===== src/rtl/selfadpt_trig_stat.sv =====
// rtl/selfadpt_trig_stat.sv - trigger interval min/max/count statistics for self-adapt calibration
module selfadpt_trig_stat #(
  parameter int CNT_W    = 20,
  parameter int NUM_W    = 16,
  parameter int NUM_TRIG = 256,
  parameter int JIT_TOL  = 2,
  parameter int TIMEOUT  = 1000000
) (
  input  logic             clk250,
  input  logic             rst_n,
  input  logic             cmd_adpt,
  input  logic             trig_pulse,
  output logic             busy,
  output logic             done,
  output logic [CNT_W-1:0] interval_min,
  output logic [CNT_W-1:0] interval_max,
  output logic [NUM_W-1:0] trig_cnt,
  output logic             jitter_err,
  output logic             timeout_err
);

  typedef enum logic [1:0] {IDLE, ARM, MEAS, DONE} state_t;

  // Last interval-counter value before a run is declared dead.
  localparam logic [CNT_W-1:0] IC_LAST  = CNT_W'(TIMEOUT - 1);
  // trig_cnt value at which the next recorded interval completes the run.
  localparam logic [NUM_W-1:0] CNT_LAST = NUM_W'(NUM_TRIG - 1);
  localparam logic [CNT_W-1:0] TOL      = CNT_W'(JIT_TOL);

  state_t           state;
  logic             cmd_adpt_q;
  logic [CNT_W-1:0] ic;
  logic             start;

  assign start = cmd_adpt & ~cmd_adpt_q;

  // Delayed copy of the command level for rising-edge detection.
  always_ff @(posedge clk250) begin
    if (!rst_n) cmd_adpt_q <= 1'b0;
    else        cmd_adpt_q <= cmd_adpt;
  end

  // Run sequencer: arm on the first trigger, then collect interval statistics.
  always_ff @(posedge clk250) begin
    if (!rst_n) begin
      state        <= IDLE;
      ic           <= '0;
      busy         <= 1'b0;
      done         <= 1'b0;
      interval_min <= '0;
      interval_max <= '0;
      trig_cnt     <= '0;
      jitter_err   <= 1'b0;
      timeout_err  <= 1'b0;
    end else begin
      done <= 1'b0;
      case (state)
        IDLE: begin
          ic <= '0;
          if (start) begin
            state        <= ARM;
            busy         <= 1'b1;
            interval_min <= '1;
            interval_max <= '0;
            trig_cnt     <= '0;
            jitter_err   <= 1'b0;
            timeout_err  <= 1'b0;
          end
        end
        ARM: begin
          // The first pulse only sets the time reference.
          if (trig_pulse) begin
            ic    <= CNT_W'(1);
            state <= MEAS;
          end else if (ic == IC_LAST) begin
            timeout_err <= 1'b1;
            busy        <= 1'b0;
            done        <= 1'b1;
            state       <= DONE;
          end else begin
            ic <= ic + CNT_W'(1);
          end
        end
        MEAS: begin
          // A trigger wins over a coincident timeout.
          if (trig_pulse) begin
            ic <= CNT_W'(1);
            if (ic < interval_min) interval_min <= ic;
            if (ic > interval_max) interval_max <= ic;
            trig_cnt <= trig_cnt + NUM_W'(1);
            if (trig_cnt == CNT_LAST) begin
              busy  <= 1'b0;
              done  <= 1'b1;
              state <= DONE;
            end
          end else if (ic == IC_LAST) begin
            timeout_err <= 1'b1;
            busy        <= 1'b0;
            done        <= 1'b1;
            state       <= DONE;
          end else begin
            ic <= ic + CNT_W'(1);
          end
        end
        DONE: begin
          state <= IDLE;
          if (trig_cnt == '0) begin
            interval_min <= '0;
            jitter_err   <= 1'b0;
          end else begin
            jitter_err <= (interval_max - interval_min) > TOL;
          end
        end
        default: state <= IDLE;
      endcase
    end
  end

endmodule


===== config.mk =====
export PLATFORM = sky130hd
export DESIGN_NAME = selfadpt_trig_stat
export DESIGN_NICKNAME = d
export VERILOG_FILES = /design/src/rtl/selfadpt_trig_stat.sv
export SDC_FILE = /design/constraint.sdc
export NUM_CORES = 1
export LEC_CHECK = 0
export BUFFER_PORTS_ARGS = -buffer_cell sky130_fd_sc_hd__buf_2
export CAP_MARGIN = 25
export CORE_UTILIZATION = 50
export CTS_CLUSTER_SIZE = 25
export DETAILED_ROUTE_END_ITERATION = 10
export GPL_ROUTABILITY_DRIVEN = 0
export PLACE_DENSITY_LB_ADDON = 0.25
export SETUP_SLACK_MARGIN = 0.4
export SLEW_MARGIN = 20
export SYNTH_ARGS = -nofsm -noshare
export SYNTH_HDL_FRONTEND = slang
export SYNTH_SLANG_ARGS = --single-unit

===== constraint.sdc =====
create_clock -name clk250 -period 3.53 [get_ports clk250]
set_input_delay 0.5295 -clock clk250 [delete_from_list [all_inputs] [get_ports clk250]]
set_output_delay 0.5295 -clock clk250 [all_outputs]
set_load 0.01 [all_outputs]

# --- Word-level counts from Yosys, hierarchy flattened ---
# Cells that the tools add are included.
totals:
  reg_bits: 83
  word_cells: 87
  inputBits: 4
  output_inout_bits: 60
op_classes:
  reduce_logical: 16
  magnitude_cmp: 3
  n_eq_ne: 15
  bitwise: 2
  muxes: 38
  add_sub_neg: 3
op_table:
  columns: ["operator", "n"]
  rows:
  - ["20-bit 2-to-1 mux", 9]
  - ["20-bit case mux with 2 select lines", 2]
  - ["20-bit case mux with 3 select lines", 1]
  - ["16-bit 2-to-1 mux", 2]
  - ["16-bit case mux with 2 select lines", 1]
  - ["20-bit by 1-bit adder with 20-bit output, second input constant", 1]
  - ["20-bit equality test, second input constant", 1]
  - ["20-bit by 2-bit > comparator with 1-bit output, second input constant", 1]
  - ["20-bit > comparator", 1]
  - ["20-bit less-than comparator", 1]
  - ["20-bit subtractor", 1]
  - ["16-bit by 1-bit adder with 16-bit output, second input constant", 1]
  - ["16-bit by 8-bit equality test with 1-bit output, second input constant", 1]
  - ["16-bit logical NOT", 1]
  - ["2-bit inequality test, second input constant", 7]
  - ["1-bit 2-to-1 mux", 13]
  - ["4-bit AND reduction", 3]
  - ["2-bit 2-to-1 mux", 5]
  - ["2-bit case mux with 4 select lines", 1]
  - ["3-bit inequality test, second input constant", 2]
  - ["1-bit case mux with 2 select lines", 3]
  - ["2-bit AND reduction", 3]
  - ["2-bit nonzero test", 3]
  - ["3-bit nonzero test", 2]
  - ["other kinds (10)", 11]

# --- Logic depth before layout (Yosys ltp) ---
# Gate-level depths: netlist (run 1).
depth:
  ltp_word: 4
  depth_mapped: 12
  depth_no_buf: 12

# --- Least setup slack after synthesis (run 1) ---
# No wires, ideal clock.
synth_timing:
  path_kind: "reg2reg"
  startpoint: "register interval_min[0]"
  endpoint: "register jitter_err"
  slack_ns: 0.679
  period_less_slack_ns: 2.851
  setup_time_ns: 0.115
  stages_incl_launch_ff: 12
  n_path_buf: 0
  required_ns: 3.415
  t_arrival_ns: 2.736
  path_cell_list: "dfxtp_1 ha_1 inv_1 fa_1 a211oi_2 o21ai_0 xor2_1 a31o_1 or4_1 nor4_1 nand2_1 o21ba_1"
synth_via:
  elab_chain_cells: 4
synth_rtl:
  columns: ["element", "line", "text"]
  rows:
  - ["from (decl)", "15", "output logic [CNT_W-1:0] interval_min,"]
  - ["from (signal assigned)", "88", "if (ic < interval_min) interval_min <= ic;"]
  - ["20-bit subtractor", "111", "jitter_err <= (interval_max - interval_min) > TOL;"]
  - ["20-bit by 2-bit > comparator with 1-bit output", "111", null]
  - ["1-bit 2-to-1 mux", "107", "if (trig_cnt == '0) begin"]
  - ["1-bit case mux with 2 select lines", "57", "case (state)"]
  - ["to (signal assigned)", "111", null]
  - ["to (decl)", "18", "output logic jitter_err,"]
# No other way between the ends.
# A chain may end at the register's enable or synchronous reset.

# --- Final worst setup path (run 1) ---
# Same ends and word-level chain as after synthesis.

==> results of run 1 <==
## critical path, stage by stage (launching register included)
cell	delay [ns]
dfxtp_1	0.41
ha_1	0.18
inv_1	0.05
fa_1	0.45
a211oi_4	0.32
o211ai_2	0.18
a311oi_4	0.39
a21oi_1	0.10
or3_1	0.31
nor4_1	0.29
nand2_1	0.08
o21ba_1	0.18
## cells by family (layout without fill, tap and decap cells)
| family | count (synthesis) | in the layout | synth area share (%) |
|---|---|---|---|
| compound gates | 193 | 193 | 23.1 |
| flops | 83 | 83 | 28.9 |
| xor+xnor | 31 | 31 | 4.71 |
| buf+inv | 106 | 167 | 7.08 |
| simple gates | 239 | 239 | 20.8 |
| mux | 3 | 3 | 0.565 |
| fa+ha+maj | 68 | 68 | 14.9 |
## registers in the layout, summed over array words and instances (netlist names)
signal and count:
ic 20, interval_max 20, interval_min 20, trig_cnt 16
state 2, busy 1, cmd_adpt_q 1, done 1
jitter_err 1, timeout_err 1
## through the flow
| stage | std cells | power (uW) | cell area (sq um) |
|---|---|---|---|
| after floorplan | 723 | 1660 | 5760 |
| after global placement | 908 | 1870 | 6210 |
| after detailed placement | 908 | 1880 | 6210 |
| after CTS | 924 | 2760 | 6480 |
| after global routing | 924 | 2900 | 6510 |
| final | 924 | 2770 | 6510 |
## report_power, final
group / switching, uW / internal [uW]
clock network: 396 / 481
logic: 509 / 344
registers: 50.8 / 993
total: 956 / 1820
## layout make-up
class / count / area, sq um
flip-flops and latches: 83 / 1660
multi-input cells: 534 / 3710
inverters: 78 / 293
repair buffers: 73 / 390
clock inverters: 5 / 38.8
clock buffers: 11 / 233
fillers: 1018 / 4520
well taps: 140 / 175
## routing by layer
layer / GRT usage (%) / share of wire [%]
met1: 35.0 / 45
met5: 0 / 0
met4: 10.6 / 2.5
met3: 4.15 / 5.4
met2: 44.2 / 47
## cells in the final DEF (no fill, tap or decap), types with 5 or more instances in the layout
master     netlist  layout
dfxtp_1         83      83
inv_1           78      78
ha_1            67      67
nand2_1         66      66
buf_2            7      63
a21oi_1         62      62
nor2_1          59      59
o21ai_0         24      24
a211o_1         24      24
nand4_1         22      22
a22o_1          20      20
xnor2_1         19      19
a21o_1          14      14
nor3_1          13      13
xor2_1          12      12
and3_1          11      11
nand3_1         11      11
buf_4            0      10
clkbuf_16        0       9
nor2b_1          7       7
nand2b_1         7       7
nor4_1           7       7
or3_1            6       6
o211ai_1         5       5
nor3b_1          5       5
a211oi_1         5       5
## worst paths after layout
kind / start / to / slack (ns) / cells past startpoint
worst max-delay path: interval_min[0]$_SDFFE_PN0P_ / jitter_err$_SDFFE_PN0P_ / 0.48 / 11
worst min-delay path: cmd_adpt / cmd_adpt_q$_SDFF_PN0_ / 0.40 / 2
worst max register to register: interval_min[0]$_SDFFE_PN0P_ / jitter_err$_SDFFE_PN0P_ / 0.48 / 11
worst min register to register: interval_min[8]$_SDFFE_PN0P_ / interval_min[8]$_SDFFE_PN0P_ / 0.47 / 2
## what timing repair did
action                     4_1_cts  5_1_grt
setup buffers                    0        0
setup endpoints to repair        0        1
gates resized for setup          0        4
hold buffers                     0        0
hold endpoints to repair         0        0
==> impl_metrics.json, run 1 <==
{
  "status": "completed",
  "hold_path.class": "in -> reg",
  "fin_nets": 851,
  "netlist.area_leader.share_pct": 28.9,
  "clkSlewWorstSetupHoldPaths_ns": 0.07,
  "grt_pass1_wl_microns": 25000,
  "fmax_mhz": 328,
  "drive_above_1_share_pct": 13.0,
  "firstDrtPassIters": 5,
  "worstSkewPairLatency_ns": 0.35,
  "rows": 38,
  "cts_root_buf": "clkbuf_16",
  "totalWireLength_microns": 15400,
  "synthFlopType": "dfxtp_1",
  "dp_hpwl_microns": 11600,
  "p_leak_uw": 0.00293,
  "worstPathArrival_ns": 3.29,
  "rsz0062_at_grt": "false",
  "finalSetupTns_ns": 0,
  "postRouteAntennaNets": 0,
  "hold_viol_final": 0,
  "first_iter_violations": 456,
  "slew_violations": 0,
  "crit_type": "reg -> reg",
  "netlist_area_sq_um": 5760,
  "ir_worst_vdd_v": 0.000247,
  "yosys_warnings": 0,
  "path_max_fanout": 4,
  "dr_total_vias": 5541,
  "crit_path_start_kind": "register",
  "design.die.area_sq_um": 12000,
  "grt_max_degree": 41,
  "io_pins": 64,
  "setup_violations": 0,
  "coreArea_sq_um": 11000,
  "synth_cell_type_count": 62,
  "viasPerCell": 6.00,
  "die_w_microns": 109,
  "async_flop_share_pct": 0,
  "yosys-top-cells-area": "dfxtp_1 (29%), ha_1 (15%), a21oi_1 (5.4%)",
  "cts_tree": "done",
  "layout_setup_ws_ns": 0.482,
  "maxCapViolCount": 0,
  "yosysTopAreaCell": "dfxtp_1",
  "synth_nets": 795,
  "htree_levels": 3,
  "grt_antenna_before_repair": 0,
  "synth_commonest_cells": "dfxtp_1 (83), inv_1 (78), ha_1 (67), nand2_1 (66), a21oi_1 (62)",
  "hold_slack_ns": 0.403,
  "post-route-util_pct": 59.0,
  "max_slew.worst_pin.slew_ns": 0.716,
  "port_buffers": 63,
  "area_delta_synth_final_pct": 13.0,
  "required_ns": 3.77,
  "initial_utilization_pct": 52.2,
  "wire_per_inst_microns": 16.7,
  "grt_pass1_vias": 5249,
  "synth_seq_area_share_pct": 28.9,
  "avgSynthCellArea_sq_um": 7.97,
  "relSlewSlack_pct": 52.3,
  "die_y_microns": 109,
  "synth-edff-count": 0,
  "diodes": 0,
  "post-route-min-period_ns": 3.05,
  "pre_cts_ws_ns": 0.475,
  "synth_cells": 723,
  "cts_inserted_buffers": 9,
  "cts_sinks": 83,
  "fin_skew_ns": 0.00862,
  "synthMostInstantiatedCell": "dfxtp_1",
  "clockBufferDepth": 2,
  "crit_path_end_kind": "register",
  "p_per_area_nw_per_um2": 426,
  "track_usage_pct": 26.8,
  "grt_overflow_total": 0,
  "fin_crit_sh_pct": 86.3,
  "drc": 0,
  "synth_seq_cells": 83
}
No activity file was read; power rests on OpenSTA's default activity.
==> inputs of run 2 (changes only) <==
--- a/config.mk
+++ b/config.mk
@@ -12,6 +12,7 @@
 export DETAILED_ROUTE_END_ITERATION = 10
 export GPL_ROUTABILITY_DRIVEN = 0
 export PLACE_DENSITY_LB_ADDON = 0.25
+export RECOVER_POWER = 25
 export SETUP_SLACK_MARGIN = 0.4
 export SLEW_MARGIN = 20
 export SYNTH_ARGS = -nofsm -noshare
==> run 2 against run 1 <==
Worst setup slack got worse by 0.0032 ns. Total power decreased by 0.46%. Worst hold slack got worse by 0.00072 ns. Core utilization decreased by 0.40 points. Maximum frequency decreased by 0.10%. Sequential share of layout area increased by 0.17 points. Sequential power about the same. Critical path depth unchanged.
==> impl_metrics.json, run 2 (synthesis results as in run 1) <==
{
  "status": "completed",
  "p_per_area_nw_per_um2": 427,
  "drive_above_1_share_pct": 8.55,
  "critPathMaxStageDelay_ns": 0.46,
  "grt_antenna_before_repair": 0,
  "worstSkewPairLatency_ns": 0.34,
  "finalSetupTns_ns": 0,
  "first_iter_violations": 454,
  "post-route-util_pct": 58.6,
  "dp_hpwl_microns": 11600,
  "design.die.area_sq_um": 12000,
  "fin_crit_sh_pct": 86.4,
  "io_pins": 64,
  "drc": 0,
  "slew_violations": 0,
  "ir_worst_vdd_v": 0.000247,
  "fmax_mhz": 328,
  "path_max_fanout": 4,
  "grt_overflow_total": 0,
  "hold_slack_ns": 0.403,
  "die_w_microns": 109,
  "fin_nets": 851,
  "rows": 38,
  "firstDrtPassIters": 5,
  "multi_input_area_sq_um": 3710,
  "hold_viol_final": 0,
  "critical_path_depth": 11,
  "hold_path.class": "in -> reg",
  "max_slew.worst_pin.slew_ns": 0.705,
  "crit_path_start_kind": "register",
  "layout_common_cells": "dfxtp_1 (83), inv_1 (78), ha_1 (67)",
  "maxCapViolCount": 0,
  "postRouteAntennaNets": 0,
  "hold_buffers": 0,
  "grt_pass1_wl_microns": 25000,
  "coreArea_sq_um": 11000,
  "worstHoldPathCells": 2,
  "totalWireLength_microns": 15400,
  "dr_total_vias": 5533,
  "final_common_cell": "dfxtp_1",
  "crit_buf_inv": 1,
  "n_fill_cell": 1043,
  "power_uw": 2760,
  "regArea_sq_um": 1660,
  "rsz0062_at_grt": "false",
  "clockBufferDepth": 2,
  "die_y_microns": 109,
  "wire_per_inst_microns": 16.7,
  "relSlewSlack_pct": 53.0,
  "fin_skew_ns": 0.00847,
  "reg_top3": "ic (20), interval_max (20), interval_min (20)",
  "p_leak_uw": 0.00279,
  "grt_pass1_vias": 5249,
  "setup_violations": 0,
  "viasPerCell": 5.99,
  "port_buffers": 63,
  "worstPathArrival_ns": 3.29,
  "track_usage_pct": 26.8,
  "critPathTopFamily": "simple AND/OR/NAND/NOR gates",
  "initial_utilization_pct": 52.2,
  "clkSlewWorstSetupHoldPaths_ns": 0.07,
  "post-route-min-period_ns": 3.05,
  "crit_path_end_kind": "register",
  "required_ns": 3.77,
  "cts_sinks": 83,
  "reg2reg_depth": 11,
  "cts_root_buf": "clkbuf_16",
  "diodes": 0,
  "critical-path-slowest-cell": "or4_1",
  "area_delta_synth_final_pct": 12.2,
  "crit_chain": "ha_1 > inv_1 > fa_1 > a211oi_4 > o21ai_0 > xor2_1 > a31o_1 > or4_1 > nor4_1 > nand2_1 > o21ba_1",
  "crit_type": "reg -> reg",
  "grt_max_degree": 41,
  "cts_tree": "done",
  "htree_levels": 3,
  "cts_inserted_buffers": 9
}
## run 2: changes by cell type in the layout (fill, tap and decap cells not counted), sizes merged
cell / change
buf: -35
clkbuf: +35
## run 2: power breakdown
group | internal (uW) | switching (uW) | leakage, uW
Clock | 481 | 395 | 0.000130
Combinational | 332 | 508 | 0.00199
Sequential | 993 | 52.6 | 0.000675
## run 2: timing repair
item                                    in CTS  in global routing
resized for setup                            0                  4
setup buffers                                0                  0
endpoints found under the setup margin       0                  1
## run 2: worst paths after layout
check	startpoint	endpoint	slack, ns
worst min-delay path	cmd_adpt	cmd_adpt_q$_SDFF_PN0_	0.40
worst max-delay path	interval_min[0]$_SDFFE_PN0P_	jitter_err$_SDFFE_PN0P_	0.48
worst min register to register	interval_min[8]$_SDFFE_PN0P_	interval_min[8]$_SDFFE_PN0P_	0.47
worst max register to register	interval_min[0]$_SDFFE_PN0P_	jitter_err$_SDFFE_PN0P_	0.48
## run 2: layer usage
metal | wire length, microns | GRT usage (%) | vias to the layer above
met4 | 408 | 10.6 | 0
met2 | 7230 | 44.2 | 187
met3 | 853 | 4.15 | 38
met1 | 6890 | 35.0 | 2619
li1 | - | - | 2689
met5 | 0 | 0 | -
## run 2: per-stage QoR
| stage | worst slack [ns] | cell area [sq um] | cells |
|---|---|---|---|
| after floorplan | 0.679 | 5760 | 723 |
| after global placement | 0.553 | 6210 | 908 |
| after detailed placement | 0.475 | 6210 | 908 |
| after CTS | 0.467 | 6480 | 924 |
| after global routing | 0.402 | 6460 | 924 |
| final | 0.479 | 6460 | 924 |
## run 2: layout make-up
type	instances	share of cell area (%)
multi-input cells	534	57.5
flip-flops and latches	83	25.7
well taps	140	2.71
clock inverters	5	0.600
clock buffers	11	3.60
inverters	78	4.53
repair buffers	73	5.36
==> inputs of run 3 (changes only) <==
--- a/config.mk
+++ b/config.mk
@@ -5,7 +5,7 @@
 export SDC_FILE = /design/constraint.sdc
 export NUM_CORES = 1
 export LEC_CHECK = 0
-export BUFFER_PORTS_ARGS = -buffer_cell sky130_fd_sc_hd__buf_2
+export BUFFER_PORTS_ARGS = -buffer_cell sky130_fd_sc_hd__buf_4
 export CAP_MARGIN = 25
 export CORE_UTILIZATION = 50
 export CTS_CLUSTER_SIZE = 25
==> run 3 against run 2 <==
Cell area is 1.2% higher. Clock power is 11% higher. Total power increased by 3.0%. Flip-flop and latch count stayed put. Routed wire length increased by 2.1%. Maximum frequency down 0.23%. Sequential share of layout area down 0.30 points. Critical path type unchanged. Worst hold slack gained 0.0051 ns. Die area unchanged. Final cell count shrank 0.22%. Critical endpoint unchanged. First-iteration DRC count decreased by 5.3%.
==> impl_metrics.json, run 3 (synthesis results as in run 1) <==
{
  "status": "completed",
  "setup_violations": 0,
  "fin_nets": 851,
  "diodes": 0,
  "relSlewSlack_pct": 50.0,
  "cts_tree": "done",
  "p_int_uw": 1930,
  "cts_root_buf": "clkbuf_16",
  "ir_worst_vdd_v": 0.000222,
  "first_iter_violations": 430,
  "clockBufferDepth": 2,
  "postCtsSetupBuffers": 0,
  "crit_path_start_kind": "register",
  "switching_share_pct": 32.2,
  "power_uw": 2840,
  "cts_sinks": 83,
  "power_frac_seq_pct": 36.8,
  "crit_type": "reg -> reg",
  "grt_pass1_vias": 5220,
  "fin_crit_sh_pct": 86.6,
  "fin_skew_ns": 0.00640,
  "drive_above_1_share_pct": 8.31,
  "track_usage_pct": 27.0,
  "initial_utilization_pct": 52.2,
  "m1WireLength_microns": 6960,
  "coreArea_sq_um": 11000,
  "critPathLaunch": "interval_min[0]$_SDFFE_PN0P_",
  "wire_per_inst_microns": 17.0,
  "postRouteAntennaNets": 0,
  "die_w_microns": 109,
  "grt_overflow_total": 0,
  "reg_top3": "ic (20), interval_max (20), interval_min (20)",
  "regArea_sq_um": 1660,
  "highest_layer": "met4",
  "post-route-min-period_ns": 3.06,
  "post-route-util_pct": 59.3,
  "area_delta_synth_final_pct": 13.6,
  "hold_path.class": "in -> reg",
  "max_slew.worst_pin.slew_ns": 0.749,
  "design.die.area_sq_um": 12000,
  "grt_antenna_before_repair": 0,
  "wl_met3_microns": 778,
  "p_per_area_nw_per_um2": 435,
  "htree_levels": 3,
  "crit_path_end_kind": "register",
  "required_ns": 3.76,
  "finalSetupTns_ns": 0,
  "r2r_start": "interval_min[0]$_SDFFE_PN0P_",
  "hold_viol_final": 0,
  "port_buffers": 63,
  "viasPerCell": 6.01,
  "dr_total_vias": 5540,
  "clkPwrFrac_pct": 34.1,
  "drc": 0,
  "cts_inserted_buffers": 9,
  "fmax_mhz": 327,
  "power.share.combinational_pct": 29.1,
  "grt_max_degree": 41,
  "n_fill_cell": 1041,
  "reg2reg_depth": 11,
  "switchingPower_uw": 916,
  "dp_hpwl_microns": 11900,
  "hold_buffers": 0,
  "grt_pass1_wl_microns": 25000,
  "final_common_cell": "dfxtp_1",
  "rr_endpoint": "jitter_err$_SDFFE_PN0P_",
  "slew_violations": 0,
  "layout_common_cells": "dfxtp_1 (83), inv_1 (78), ha_1 (67)",
  "rows": 38,
  "totalWireLength_microns": 15700,
  "post_cts_resized": 0,
  "rsz0062_at_grt": "false",
  "crit_end": "jitter_err$_SDFFE_PN0P_",
  "p_leak_uw": 0.00280,
  "io_pins": 64,
  "die_y_microns": 109,
  "worstSkewPairLatency_ns": 0.34,
  "ff2ff_setup_slack_ns": 0.47,
  "clkSlewWorstSetupHoldPaths_ns": 0.06,
  "multi_input_area_sq_um": 3700,
  "dr_wl_met2_microns": 7500,
  "worstPathArrival_ns": 3.28,
  "firstDrtPassIters": 5,
  "maxCapViolCount": 0,
  "path_max_fanout": 4
}
-- run 3: cell count changes in the layout (fill, tap and decap cells not counted), sizes merged --
cell	delta
bufinv	+2
clkinv	-2
clkinvlp	-1
inv	-1
-- run 3: stage by stage --
step | setup slack (ns) | cells | hold slack [ns] | area, sq um
final | 0.472 | 922 | 0.408 | 6540
after global routing | 0.375 | 922 | 0.422 | 6540
after CTS | 0.463 | 922 | 0.406 | 6670
after detailed placement | 0.483 | 908 | 0.467 | 6370
after global placement | 0.549 | 908 | 0.461 | 6370
after floorplan | 0.679 | 723 | 0.488 | 5760
-- run 3: worst min path at each step --
stage | cells past startpoint | startpoint | slack [ns] | to
CTS | 2 | cmd_adpt | 0.41 | cmd_adpt_q$_SDFF_PN0_
detailed placement | 2 | interval_min[2]$_SDFFE_PN0P_ | 0.47 | interval_min[2]$_SDFFE_PN0P_
floorplan | 2 | interval_min[15]$_SDFFE_PN0P_ | 0.49 | interval_min[15]$_SDFFE_PN0P_
global placement | 2 | interval_min[18]$_SDFFE_PN0P_ | 0.46 | interval_min[18]$_SDFFE_PN0P_
global route | 2 | cmd_adpt | 0.42 | cmd_adpt_q$_SDFF_PN0_
finish | 2 | cmd_adpt | 0.41 | cmd_adpt_q$_SDFF_PN0_
-- run 3: final cells by class --
type,instances,share of cell area [%]
timing repair buffer,73,6.37
multi-input combinational,534,56.5
sequential,83,25.4
clock inverter,3,0.995
clock buffer,11,3.56
inverter,78,4.48
tap,140,2.68
-- run 3: power by group through the flow --
stage	sequential, uW	clock [uW]	combinational (uW)
floorplan	1080	0	582
global placement	1070	0	825
detailed placement	1070	0	840
CTS	1050	983	847
global route	1050	1010	911
finish	1050	969	829
-- run 3: metal layers --
metal	vias up	global-route usage (%)
met5	-	0
met4	0	12.1
met3	48	2.79
met2	197	45.8
met1	2610	34.6
li1	2685	-
-- run 3: worst max-delay path, cell delays in order (launching register included) --
cell and delay, ns:
dfxtp_1 0.40, ha_1 0.18, inv_1 0.05, fa_1 0.43, a211oi_2 0.32, o211ai_2 0.16, a311oi_2 0.38, a21oi_1 0.15
or3_1 0.37, nor4_2 0.26, nand2_1 0.08, o21ba_1 0.18
